<file path="src/rtl/parking_apb_slave_if.sv">
// APB bus bundle between the bus interface (master) and the parking register block (slave).
`timescale 1ns/1ps
interface parking_apb_slave_if;
  logic [1:0] paddr;
  logic       pwrite;
  logic       psel;
  logic       penable;
  logic [7:0] pwdata;
  logic [7:0] prdata;
  logic       pready;
  logic       pslverr;

  modport master (
    output paddr, pwrite, psel, penable, pwdata,
    input  prdata, pready, pslverr
  );

  modport slave (
    input  paddr, pwrite, psel, penable, pwdata,
    output prdata, pready, pslverr
  );
endinterface

</file>
<file path="src/rtl/parking_apb_slave.sv">
// Parking access controller register block: APB slave, occupancy counter,
// entry/exit arbitration and a timed entry-barrier pulse.
`timescale 1ns/1ps
module parking_apb_slave #(
  parameter int         WAIT_STATES = 0,
  parameter logic [7:0] DEF_CAP     = 8'd50,
  parameter int         GATE_CYCLES = 16
) (
  input  logic              clk,
  input  logic              reset,
  parking_apb_slave_if.slave apb,
  input  logic              entry_req,
  input  logic              exit_req,
  output logic              gate_open,
  output logic              full
);

  typedef enum logic [1:0] {IDLE, SETUP, ACCESS, DONE} apb_state_t;
  typedef enum logic {CLOSED, OPEN} gate_state_t;

  apb_state_t  apb_state, apb_next;
  gate_state_t gate_state, gate_next;

  logic [2:0]  ws_cnt;
  logic        commit;
  logic        enable;
  logic [7:0]  capacity;
  logic [7:0]  count;
  logic        ev_denied;
  logic        ev_underflow;
  logic [15:0] gate_timer;
  logic [7:0]  prdata_q;
  logic        pready_q;
  logic        pslverr_q;
  logic [7:0]  rdata;

  logic wr_commit, rd_commit, wr_ctrl, wr_cap, bad_wr, rd_events, clr_cnt;
  logic accept, exit_ok;

  always_ff @(posedge clk or posedge reset) begin
    if (reset) apb_state <= IDLE;
    else       apb_state <= apb_next;
  end

  // commit marks the edge that ends the transfer: side effects and the registered response happen together.
  always_comb begin
    apb_next = apb_state;
    commit   = 1'b0;
    case (apb_state)
      IDLE: begin
        if (apb.psel && !apb.penable) apb_next = SETUP;
      end
      SETUP: begin
        if (!apb.psel) begin
          apb_next = IDLE;
        end else if (apb.penable) begin
          if (WAIT_STATES == 0) begin
            apb_next = DONE;
            commit   = 1'b1;
          end else begin
            apb_next = ACCESS;
          end
        end
      end
      ACCESS: begin
        if (!apb.psel) begin
          apb_next = IDLE;
        end else if (ws_cnt == 3'd0) begin
          apb_next = DONE;
          commit   = 1'b1;
        end
      end
      DONE:    apb_next = IDLE;
      default: apb_next = IDLE;
    endcase
  end

  always_ff @(posedge clk or posedge reset) begin
    if (reset)                                     ws_cnt <= 3'd0;
    else if (apb_state == SETUP)                   ws_cnt <= 3'(WAIT_STATES - 1);
    else if (apb_state == ACCESS && ws_cnt != 3'd0) ws_cnt <= ws_cnt - 3'd1;
  end

  assign wr_commit = commit && apb.pwrite;
  assign rd_commit = commit && !apb.pwrite;
  assign wr_ctrl   = wr_commit && (apb.paddr == 2'd0);
  assign wr_cap    = wr_commit && (apb.paddr == 2'd1);
  assign bad_wr    = wr_commit && apb.paddr[1];
  assign rd_events = rd_commit && (apb.paddr == 2'd3);
  assign clr_cnt   = wr_ctrl && apb.pwdata[1];

  // Acceptance is judged on the registered COUNT/CAPACITY, before this edge's updates.
  assign accept  = entry_req && enable && (count < capacity) && (count != 8'hFF);
  assign exit_ok = exit_req && (count != 8'd0);
  assign full    = (count >= capacity);

  always_comb begin
    rdata = 8'd0;
    case (apb.paddr)
      2'd0:    rdata = {7'd0, enable};
      2'd1:    rdata = capacity;
      2'd2:    rdata = count;
      2'd3:    rdata = {5'd0, full, ev_underflow, ev_denied};
      default: rdata = 8'd0;
    endcase
  end

  always_ff @(posedge clk or posedge reset) begin
    if (reset) begin
      enable   <= 1'b0;
      capacity <= DEF_CAP;
    end else begin
      if (wr_ctrl) enable   <= apb.pwdata[0];
      if (wr_cap)  capacity <= apb.pwdata;
    end
  end

  // A clear request overrides any same-cycle entry or exit.
  always_ff @(posedge clk or posedge reset) begin
    if (reset)                   count <= 8'd0;
    else if (clr_cnt)            count <= 8'd0;
    else if (accept && !exit_ok) count <= count + 8'd1;
    else if (exit_ok && !accept) count <= count - 8'd1;
  end

  always_ff @(posedge clk or posedge reset) begin
    if (reset) begin
      ev_denied    <= 1'b0;
      ev_underflow <= 1'b0;
    end else begin
      ev_denied    <= (ev_denied    && !rd_events) || (entry_req && !accept);
      ev_underflow <= (ev_underflow && !rd_events) || (exit_req && (count == 8'd0));
    end
  end

  always_ff @(posedge clk or posedge reset) begin
    if (reset) begin
      pready_q  <= 1'b0;
      prdata_q  <= 8'd0;
      pslverr_q <= 1'b0;
    end else begin
      pready_q  <= commit;
      prdata_q  <= rd_commit ? rdata : 8'd0;
      pslverr_q <= bad_wr;
    end
  end

  assign apb.pready  = pready_q;
  assign apb.prdata  = prdata_q;
  assign apb.pslverr = pslverr_q;

  always_ff @(posedge clk or posedge reset) begin
    if (reset) gate_state <= CLOSED;
    else       gate_state <= gate_next;
  end

  always_comb begin
    gate_next = gate_state;
    case (gate_state)
      CLOSED:  if (accept) gate_next = OPEN;
      OPEN:    if (!accept && gate_timer == 16'd0) gate_next = CLOSED;
      default: gate_next = CLOSED;
    endcase
  end

  // Timer holds the remaining open cycles after the current one; every accepted entry reloads it.
  always_ff @(posedge clk or posedge reset) begin
    if (reset)                                        gate_timer <= 16'd0;
    else if (accept)                                  gate_timer <= 16'(GATE_CYCLES - 1);
    else if (gate_state == OPEN && gate_timer != 16'd0) gate_timer <= gate_timer - 16'd1;
  end

  assign gate_open = (gate_state == OPEN);

endmodule
</file>
<file path="src/flat_wrapper.sv">
// flat-port wrapper written by rule: the top's interface ports become plain ports
module parking_apb_slave_flat 
#(
  parameter int         WAIT_STATES = 0,
  parameter logic [7:0] DEF_CAP     = 8'd50,
  parameter int         GATE_CYCLES = 16
)
  (clk, reset, entry_req, exit_req, gate_open, full, apb_paddr, apb_pwrite, apb_psel, apb_penable, apb_pwdata, apb_prdata, apb_pready, apb_pslverr);
  parking_apb_slave_if apb_i ();
  input  logic clk;
  input  logic reset;
  input  logic entry_req;
  input  logic exit_req;
  output logic gate_open;
  output logic full;
  input wire logic [$bits(apb_i.paddr)-1:0] apb_paddr;
  input wire logic [$bits(apb_i.pwrite)-1:0] apb_pwrite;
  input wire logic [$bits(apb_i.psel)-1:0] apb_psel;
  input wire logic [$bits(apb_i.penable)-1:0] apb_penable;
  input wire logic [$bits(apb_i.pwdata)-1:0] apb_pwdata;
  output wire logic [$bits(apb_i.prdata)-1:0] apb_prdata;
  output wire logic [$bits(apb_i.pready)-1:0] apb_pready;
  output wire logic [$bits(apb_i.pslverr)-1:0] apb_pslverr;
  assign apb_i.paddr = apb_paddr;
  assign apb_i.pwrite = apb_pwrite;
  assign apb_i.psel = apb_psel;
  assign apb_i.penable = apb_penable;
  assign apb_i.pwdata = apb_pwdata;
  assign apb_prdata = apb_i.prdata;
  assign apb_pready = apb_i.pready;
  assign apb_pslverr = apb_i.pslverr;
  parking_apb_slave #(.WAIT_STATES(WAIT_STATES), .DEF_CAP(DEF_CAP), .GATE_CYCLES(GATE_CYCLES)) u_core (.clk(clk), .reset(reset), .apb(apb_i), .entry_req(entry_req), .exit_req(exit_req), .gate_open(gate_open), .full(full));
endmodule
</file>
<file path="config.mk">
export PLATFORM = sky130hd
export DESIGN_NAME = parking_apb_slave_flat
export DESIGN_NICKNAME = d
export VERILOG_FILES = /design/src/rtl/parking_apb_slave_if.sv /design/src/rtl/parking_apb_slave.sv /design/src/flat_wrapper.sv
export SDC_FILE = /design/constraint.sdc
export NUM_CORES = 1
export LEC_CHECK = 0
export ABC_CLOCK_PERIOD_IN_PS = 6800
export CORE_ASPECT_RATIO = 0.75
export CORE_UTILIZATION = 50
export CTS_CLUSTER_DIAMETER = 40
export CTS_CLUSTER_SIZE = 10
export DETAILED_ROUTE_END_ITERATION = 6
export PLACE_DENSITY_LB_ADDON = 0.1
export RECOVER_POWER = 50
export SLEW_MARGIN = 10
export SYNTH_ARGS = -nofsm -noshare
export SYNTH_HDL_FRONTEND = slang
export SYNTH_SLANG_ARGS = --single-unit
</file>
<file path="constraint.sdc">
create_clock -name clk -period 6.8 [get_ports clk]
set_input_delay 1.7 -clock clk [delete_from_list [all_inputs] [get_ports clk]]
set_output_delay 1.7 -clock clk [all_outputs]
set_load 0.01 [all_outputs]
</file>
# After elaboration in Yosys (flattened, before gate mapping)
# Cells that the tools add are included.
[totals]
regBits = 51
inputBits = 17
out_inout_bits = 12
elab_cells = 92
[op_classes]
add_sub_neg = 4
n_lt_le_gt_ge = 2
eq_ne = 10
mux = 23
bitwise_logic = 1
reduce_logical = 40
[ops]
columns = ["op", "n"]
rows = [
  ["$mux 16", 2],
  ["$mux 8", 4],
  ["$pmux 8 s4", 1],
  ["$logic_and 1x1->1", 21],
  ["$logic_not 16->1", 1],
  ["$reduce_bool 16->1", 1],
  ["$sub 16x1->16 const B", 1],
  ["$mux 2", 5],
  ["$add 8x1->8 const B", 1],
  ["$eq 2x2->1 const B", 4],
  ["$ge 8x8->1", 1],
  ["$logic_not 8->1", 1],
  ["$lt 8x8->1", 1],
  ["$ne 8x8->1 const B", 1],
  ["$pmux 2 s4", 1],
  ["$reduce_bool 8->1", 1],
  ["$sub 8x1->8 const B", 1],
  ["$mux 1", 6],
  ["$mux 3", 2],
  ["$reduce_bool 3->1", 2],
  ["$logic_not 1->1", 5],
  ["$eq 2x1->1 const B", 2],
  ["$logic_not 2->1", 2],
  ["$pmux 1 s2", 2],
  ["other kinds (9)", 11],
]

# Logic depth before layout (Yosys ltp)
# Gate-level depths: netlist (run 1).
[depth]
word_depth = 9
mapped_depth = 15
depth_no_buf = 15

# Worst setup path before layout (run 1)
# OpenSTA, ideal clock, no wires.
[synth_timing]
kind = "in2reg"
from = "input entry_req"
to = "register u_core.count[7]"
setup_ns = 0.125
t_arrival_ns = 3.906
required_time_ns = 6.675
slack_ns = 2.769
path_stages = 12
n_path_buf = 0
path_cell_list = "o211ai_1 > nor2_1 > inv_1 > nor2_1 > ha_1 > inv_1 > ha_1 > a21oi_1 > a211oi_1 > or3_1 > a21o_1 > mux2_2"
[synth_between]
elab_chain_cells = 6
word_cells_on_any_way = 9
[synth_rtl]
columns = ["item", "line_no", "rtl"]
rows = [
  ["start, declared", "flat_wrapper.sv:12", "input logic entry_req;"],
  ["$logic_and 1x1->1 (*) (3 in a row)", "parking_apb_slave.sv:93", "assign accept = entry_req && enable && (count < capacity) && (count != 8'hFF);"],
  ["$logic_and 1x1->1 or $logic_not 1->1 (tied branches)", "parking_apb_slave.sv:122, parking_apb_slave.sv:123", ""],
  ["$mux 8 or $logic_and 1x1->1 (tied branches)", "parking_apb_slave.sv:122, parking_apb_slave.sv:123", ""],
  ["$mux 8 or $reduce_bool 3->1 (tied branches)", "n/a", ""],
  ["end signal, assigned", "parking_apb_slave.sv:122", "else if (accept && !exit_ok) count <= count + 8'd1;"],
  ["end signal, assigned", "parking_apb_slave.sv:123", "else if (exit_ok && !accept) count <= count - 8'd1;"],
  ["end, declared", "parking_apb_slave.sv:28", "logic [7:0] count;"],
]
# Mark *: on every way between the ends. The rest lies on a longest branch, timed or not.
# A chain may end at the register's enable or synchronous reset.

# Final worst setup path (run 1)
# Same ends and word-level chain as after synthesis.

==> flow_summary_export.csv, run 1 <==
group,metric,value,unit
run,cap_viol_max_count,1,
placement,dp_hpwl,4580,µm
grt,overflow,0,
synth,synth_seq_cells,51,
critical_path,end_kind,"flip-flop",
floorplan,die_h,69.2,µm
sta,skew,0.00814,ns
critical_path,path_delay_family,"buffers and inverters",
final_layout,layout.nets,378,
critical_path,cp_cell_sequence,"dlygate4sd3_1 -> o211ai_1 -> nor2_1 -> clkbuf_1 -> inv_1 -> nor2_1 -> ha_1 -> inv_1 -> ha_1 -> a21oi_1 -> a211oi_1 -> or3_1 -> a21o_1 -> mux2_2",
clock_tree,clock_latency,0.30,ns
sta,max_freq,192,MHz
floorplan,rows,24,
sta,final-setup-viol-count,0,
placement,pre_cts_slack,1.79,ns
synth,netlist_area,3010,µm²
run_status,status,"complete, but fails checks",
floorplan,die_w,91.6,µm
drt,drc,0,
grt,grt_pass1_wl,10600,µm
sta,rsz0062_at_grt,"no",
final_layout,final_common_cell,"dfrtp_1",
synth,synth_edf_count,0,
clock_tree,postCtsResizedCells,0,
clock_tree,clock_path_buffers,2,
drt,via_count,2355,
critical_path,reg2regPathDepth,16,
synth,netlist.area_leader.share,39.9,%
critical_path,cpPeakStageDelay,0.57,ns
clock_tree,clk_pin_slew,0.10,ns
clock_tree,ctsHoldBuffers,0,
placement,portBuffers,28,
drt,routedWlPerCell,15.1,µm
floorplan,start_util,51.9,%
synth,yosysWarnings,0,
min_path,whs_path_depth,1,
placement,globalplace.congestion,0.885,
min_path,hold_path.class,"flip-flop to flip-flop",
clock_tree,cts_setup_buffers,0,
sta,tightest_slew,2.73,ns
sta,hold_violations,0,
synth,synth_flop_cell,"dfrtp_1",
synth,syn-num-nets,348,
clock_tree,cts_tree,"done",
synth,synth_cell_type_count,48,
final_layout,n_antenna_cell,0,
synth,synth_seq_area_share,42.5,%
synth,synth_cells,308,
final_layout,syn_to_final_growth,15.8,%
synth,async_flop_share,100,%
critical_path,crit_path_top_delay_cell,"dlygate4sd3_1",
drt,drt_pre_antenna_iters,4,
sta,relSlewSlack,-81.9,%
critical_path,crit_fanout,13,
grt,grt_pass1_vias,2170,
power_and_ir_drop,power_density,415,nW/µm²
critical_path,start_kind,"input port",
placement,dp_cells,409,
drt,ant_nets,0,
power_and_ir_drop,power.leakage,1.47,nW
floorplan,core-area,5800,µm²
critical_path,worst-endpoint-required,6.99,ns
grt,grt_max_degree,52,
clock_tree,h-tree-depth,2,
synth,synth.avg_cell_area,9.77,µm²
drt,drt_wl_total,6300,µm
sta,period_share,76.7,%
critical_path,critPathBufInv,4,
final_layout,final_core_util,60.1,%
sta,fin_crit,5.21,ns
final_layout,layoutNonFillerInstCount,417,
final_layout,final_cell_mix,"48 x dfrtp_1, 26 x a21oi_1, 25 x clkdlybuf4s50_1, 22 x ha_1, 21 x nor2_1",
clock_tree,cts_root_buffer,"clkbuf_8",
power_and_ir_drop,vdd_drop_max,0.183,mV
clock_tree,cts_made_buffers,5,
sta,setup_slack,1.59,ns
clock_tree,clock_sinks,51,
critical_path,crit_cells,14,
synth,netlist_top_cells_area,"dfrtp_1 40%, ha_1 9.1%, a21oi_1 4.3%, mux2_2 4.1%, xnor2_1 3.5%",
floorplan,design.die.area,6340,µm²
drt,first_iter_violations,157,
floorplan,io_pins,29,
critical_path,critPathKind,"input port to flip-flop",
grt,globalRouteTotalUtil,21.3,%
sta,fin_tns_setup,0,ns
grt,antenna_found_initial,0,
final_layout,final_layout_size_suffix_gt1_share,8.85,%
sta,slew_violations,52,
synth,yosys.area.top_type,"dfrtp_1",
run_status,violations,"capacitance limit, slew limit",
critical_path,cp.arrival,5.41,ns
drt,via_per_inst,5.65,
-- state kept, by name, indices dropped and copies added, names as in the netlist --
name	count
u_core.capacity	8
u_core.ws_cnt	3
u_core.ev_denied	1
u_core.gate_timer	16
u_core.count	8
u_core.apb.pready	1
u_core.apb.pslverr	1
u_core.enable	1
u_core.apb.prdata	8
u_core.gate_open	1
u_core.ev_underflow	1
u_core.apb_state	2
-- synthesized netlist by cell type, drive strengths merged, types with 2 or more instances --
library cell / number
dfrtp: 48
a21oi: 26
ha: 22
inv: 21
nor2: 21
o21ai: 18
nand2: 17
xnor2: 12
mux2: 11
nor2b: 9
a22oi: 8
nand3: 8
clkbuf: 7
nor3: 6
nand2b: 5
o211ai: 5
or4: 5
a211oi: 4
nand3b: 4
nor4: 4
o21a: 4
xor2: 4
a2111oi: 3
dfstp: 3
o21bai: 3
or2: 3
a21o: 2
a31oi: 2
and3: 2
and4: 2
buf: 2
mux2i: 2
nand4: 2
nor4b: 2
or3: 2
-- logic make-up (layout without fill, tap and decap cells) --
family	Yosys count	in the layout	synth area share (%)
and+or+nand+nor	94	94	16.8
adders and majority gates	23	23	9.81
xor gates and xnor gates	16	16	4.66
muxes	14	14	5.53
AOI/OAI and AO/OA	80	80	16.6
DFF	51	51	42.5
buffers and inverters	30	61	4.03
-- final timing paths --
check,startpoint,end,slack [ns]
worst max-delay path,entry_req,u_core.count[7]$_DFFE_PP0P_,1.59
worst min-delay path,u_core.ws_cnt[1]$_DFFE_PP0P_,u_core.ws_cnt[1]$_DFFE_PP0P_,0.50
worst max register to register,u_core.capacity[5]$_DFFE_PP1P_,u_core.count[7]$_DFFE_PP0P_,2.43
worst min register to register,u_core.ws_cnt[1]$_DFFE_PP0P_,u_core.ws_cnt[1]$_DFFE_PP0P_,0.50
max in group asynchronous,reset,u_core.gate_timer[8]$_DFFE_PP0P_,2.40
min in group asynchronous,reset,u_core.gate_timer[3]$_DFFE_PP0P_,2.85
-- final cells by class --
class | instances | area [µm²]
repair buffers | 32 | 303
flip-flops and latches | 51 | 1280
fillers | 498 | 2310
well taps | 78 | 97.6
clock inverters | 2 | 35.0
inverters | 21 | 78.8
clock buffers | 6 | 82.6
multi-input cells | 227 | 1610
-- metal layers --
metal  GRT usage (%)  share of wire [%]  up-vias
met5               0                  0        -
met4            5.29                1.0        0
met3            4.17                4.4        9
met2            30.2                 41       50
li1                -                  -     1169
met1            33.2                 53     1127
-- power by group --
| part | switching [W] | internal [W] |
|---|---|---|
| sequential | 0.000119 | 0.000418 |
| clock | 0.000104 | 0.000119 |
| combinational | 0.000366 | 0.000321 |
-- through the flow --
| step | instance area [µm²] | hold slack, ns | power, W |
|---|---|---|---|
| floorplan | 3010 | 0.459 | 0.00105 |
| global placement | 3370 | 0.473 | 0.00121 |
| detailed placement | 3370 | 0.477 | 0.00122 |
| CTS | 3490 | 0.499 | 0.00145 |
| global route | 3480 | 0.555 | 0.00158 |
| finish | 3480 | 0.503 | 0.00145 |
No activity file was read; power rests on OpenSTA's default activity.
==> inputs of run 2 (changes only) <==
--- a/config.mk
+++ b/config.mk
@@ -5,7 +5,7 @@
 export SDC_FILE = /design/constraint.sdc
 export NUM_CORES = 1
 export LEC_CHECK = 0
-export ABC_CLOCK_PERIOD_IN_PS = 6800
+export ABC_CLOCK_PERIOD_IN_PS = 4500
 export CORE_ASPECT_RATIO = 0.75
 export CORE_UTILIZATION = 50
 export CTS_CLUSTER_DIAMETER = 40
==> constraint.sdc (replaced) <==
create_clock -name clk -period 4.5 [get_ports clk]
set_input_delay 1.125 -clock clk [delete_from_list [all_inputs] [get_ports clk]]
set_output_delay 1.125 -clock clk [all_outputs]
set_load 0.01 [all_outputs]
==> flow_summary_export.csv, run 2 (synthesized netlist as in run 1, its figures left out) <==
group,metric,value,unit
min_path,whs_path_depth,1,
drt,ant_nets,0,
grt,grt_max_degree,38,
power_and_ir_drop,vdd_drop_max,0.264,mV
clock_tree,cts_root_buffer,"clkbuf_8",
clock_tree,clk_pin_slew,0.10,ns
critical_path,reg2regPathDepth,15,
floorplan,design.die.area,6340,µm²
sta,rsz0062_at_grt,"no",
power_and_ir_drop,p_total,0.00219,W
power_and_ir_drop,pwr-share-comb,48.2,%
grt,globalRouteTotalUtil,21.5,%
final_layout,final_cell_mix,"48 x dfrtp_1, 26 x a21oi_1, 26 x clkdlybuf4s50_1, 22 x ha_1",
sta,fin_crit,3.95,ns
placement,portBuffers,28,
grt,overflow,0,
drt,first_iter_violations,143,
min_path,holdPathEnd,"u_core.ws_cnt[1]$_DFFE_PP0P_",
floorplan,io_pins,29,
floorplan,start_util,51.9,%
sta,hold_violations,0,
critical_path,r2r-start,"u_core.capacity[1]$_DFFE_PP1P_",
grt,grt_pass1_wl,10800,µm
power_and_ir_drop,power_frac_seq,37.1,%
sta,setup_slack,0.549,ns
critical_path,worst-endpoint-required,4.69,ns
power_and_ir_drop,clock_power_share,14.7,%
floorplan,die_h,69.2,µm
drt,drc,0,
final_layout,nFillCells,496,
drt,drt_pre_antenna_iters,4,
final_layout,syn_to_final_growth,15.9,%
power_and_ir_drop,power.leakage,1.48,nW
drt,routedWlPerCell,15.4,µm
placement,globalplace.congestion,0.852,
floorplan,core-area,5800,µm²
clock_tree,cts_setup_buffers,0,
final_layout,max_flop_register,"u_core.gate_timer",
final_layout,final_common_cell,"dfrtp_1",
final_layout,largest_register_ffs,16,
floorplan,die_w,91.6,µm
critical_path,cp.arrival,4.14,ns
run_status,status,"finished, final reports clean",
min_path,worstHoldStart,"u_core.ws_cnt[1]$_DFFE_PP0P_",
final_layout,layout.nets,379,
clock_tree,clock_sinks,51,
critical_path,crit_fanout,6,
final_layout,final_layout_size_suffix_gt1_share,8.82,%
placement,pre_cts_slack,0.270,ns
power_and_ir_drop,internal_power,0.00129,W
sta,tightest_slew,1.46,ns
final_layout,n_antenna_cell,0,
grt,antenna_found_initial,0,
sta,slew_violations,0,
power_and_ir_drop,p_switching,0.000902,W
critical_path,end_kind,"flip-flop",
grt,grt_pass1_vias,2194,
power_and_ir_drop,power_density,629,nW/µm²
drt,via_count,2401,
critical_path,reg2reg_to,"u_core.count[7]$_DFFE_PP0P_",
clock_tree,h-tree-depth,2,
sta,max_freq,253,MHz
clock_tree,cts_tree,"done",
placement,dp_hpwl,4690,µm
power_and_ir_drop,swShare,41.1,%
clock_tree,cts_made_buffers,5,
drt,drt_wl_total,6430,µm
floorplan,rows,24,
clock_tree,clock_latency,0.31,ns
run,cap_viol_max_count,0,
critical_path,rrSetupSlack,0.55,ns
drt,via_per_inst,5.74,
min_path,hold_path.class,"flip-flop to flip-flop",
critical_path,critPathKind,"flip-flop to flip-flop",
sta,fin_tns_setup,0,ns
clock_tree,postCtsResizedCells,0,
sta,skew,0.0141,ns
critical_path,start_kind,"flip-flop",
sta,relSlewSlack,2.77,%
clock_tree,ctsHoldBuffers,0,
clock_tree,clock_path_buffers,2,
sta,period_share,87.8,%
sta,final-setup-viol-count,0,
[run 2: changes by cell type in the layout (fill, tap and decap cells not counted), sizes merged]
cell | previous run | this run
buf | 2 | 3
dlygate4sd3 | 3 | 2
clkbuf | 8 | 7
clkdlybuf4s50 | 25 | 26
inv | 20 | 21
[run 2: worst max-delay path, stage by stage, from the launching register on]
cell      delay (ns)
dfstp_1         0.55
inv_1           0.05
ha_1            0.27
nor2b_1         0.13
o21ai_0         0.20
a21boi_0        0.19
o21a_1          0.28
nor2_1          0.16
ha_1            0.27
inv_1           0.15
ha_1            0.35
a21oi_1         0.28
a211oi_1        0.14
or3_1           0.35
a21o_1          0.19
mux2_2          0.26
[run 2: through the flow]
step | cells | hold WS [ns] | cell area (µm²) | util (%)
after floorplan | 308 | 0.459 | 3010 | -
after global placement | 410 | 0.474 | 3380 | 58.4
after detailed placement | 410 | 0.477 | 3380 | 58.4
after CTS | 418 | 0.500 | 3490 | 60.3
after global routing | 418 | 0.511 | 3490 | 60.2
final | 418 | 0.495 | 3490 | 60.2
[run 2: final cells by class]
cell class | count | area, µm² | area share, %
Timing Repair Buffer | 33 | 310 | 8.90
Tap cell | 78 | 97.6 | 2.80
Clock buffer | 5 | 68.8 | 1.97
Sequential cell | 51 | 1280 | 36.7
Inverter | 21 | 78.8 | 2.26
Clock inverter | 3 | 43.8 | 1.26
Multi-Input combinational cell | 227 | 1610 | 46.1
[run 2: power groups by stage]
stage          clock [W]  combinational, W  sequential, W
2_1_floorplan          0          0.000818       0.000763
3_3_place_gp           0           0.00104       0.000815
3_5_place_dp           0           0.00105       0.000821
4_1_cts         0.000330           0.00106       0.000812
5_1_grt         0.000349           0.00120       0.000838
6_report        0.000322           0.00106       0.000814
[run 2: worst max-delay path by stage]
stage,from,to,slack [ns],depth (start not counted)
6_report,u_core.capacity[1]$_DFFE_PP1P_,u_core.count[7]$_DFFE_PP0P_,0.55,15
5_1_grt,u_core.capacity[1]$_DFFE_PP1P_,u_core.count[7]$_DFFE_PP0P_,0.23,15
4_1_cts,entry_req,u_core.count[7]$_DFFE_PP0P_,0.58,13
3_5_place_dp,entry_req,u_core.count[7]$_DFFE_PP0P_,0.27,13
3_3_place_gp,entry_req,u_core.count[7]$_DFFE_PP0P_,0.35,13
2_1_floorplan,entry_req,u_core.count[7]$_DFFE_PP0P_,1.04,12
[run 2: routing by layer]
layer / part of all wire (%) / wire (µm) / GRT usage (%)
met5: 0 / 0 / 0
met4: 0.56 / 36 / 3.53
met3: 4.6 / 299 / 4.06
met2: 41 / 2620 / 29.7
met1: 54 / 3470 / 35.2
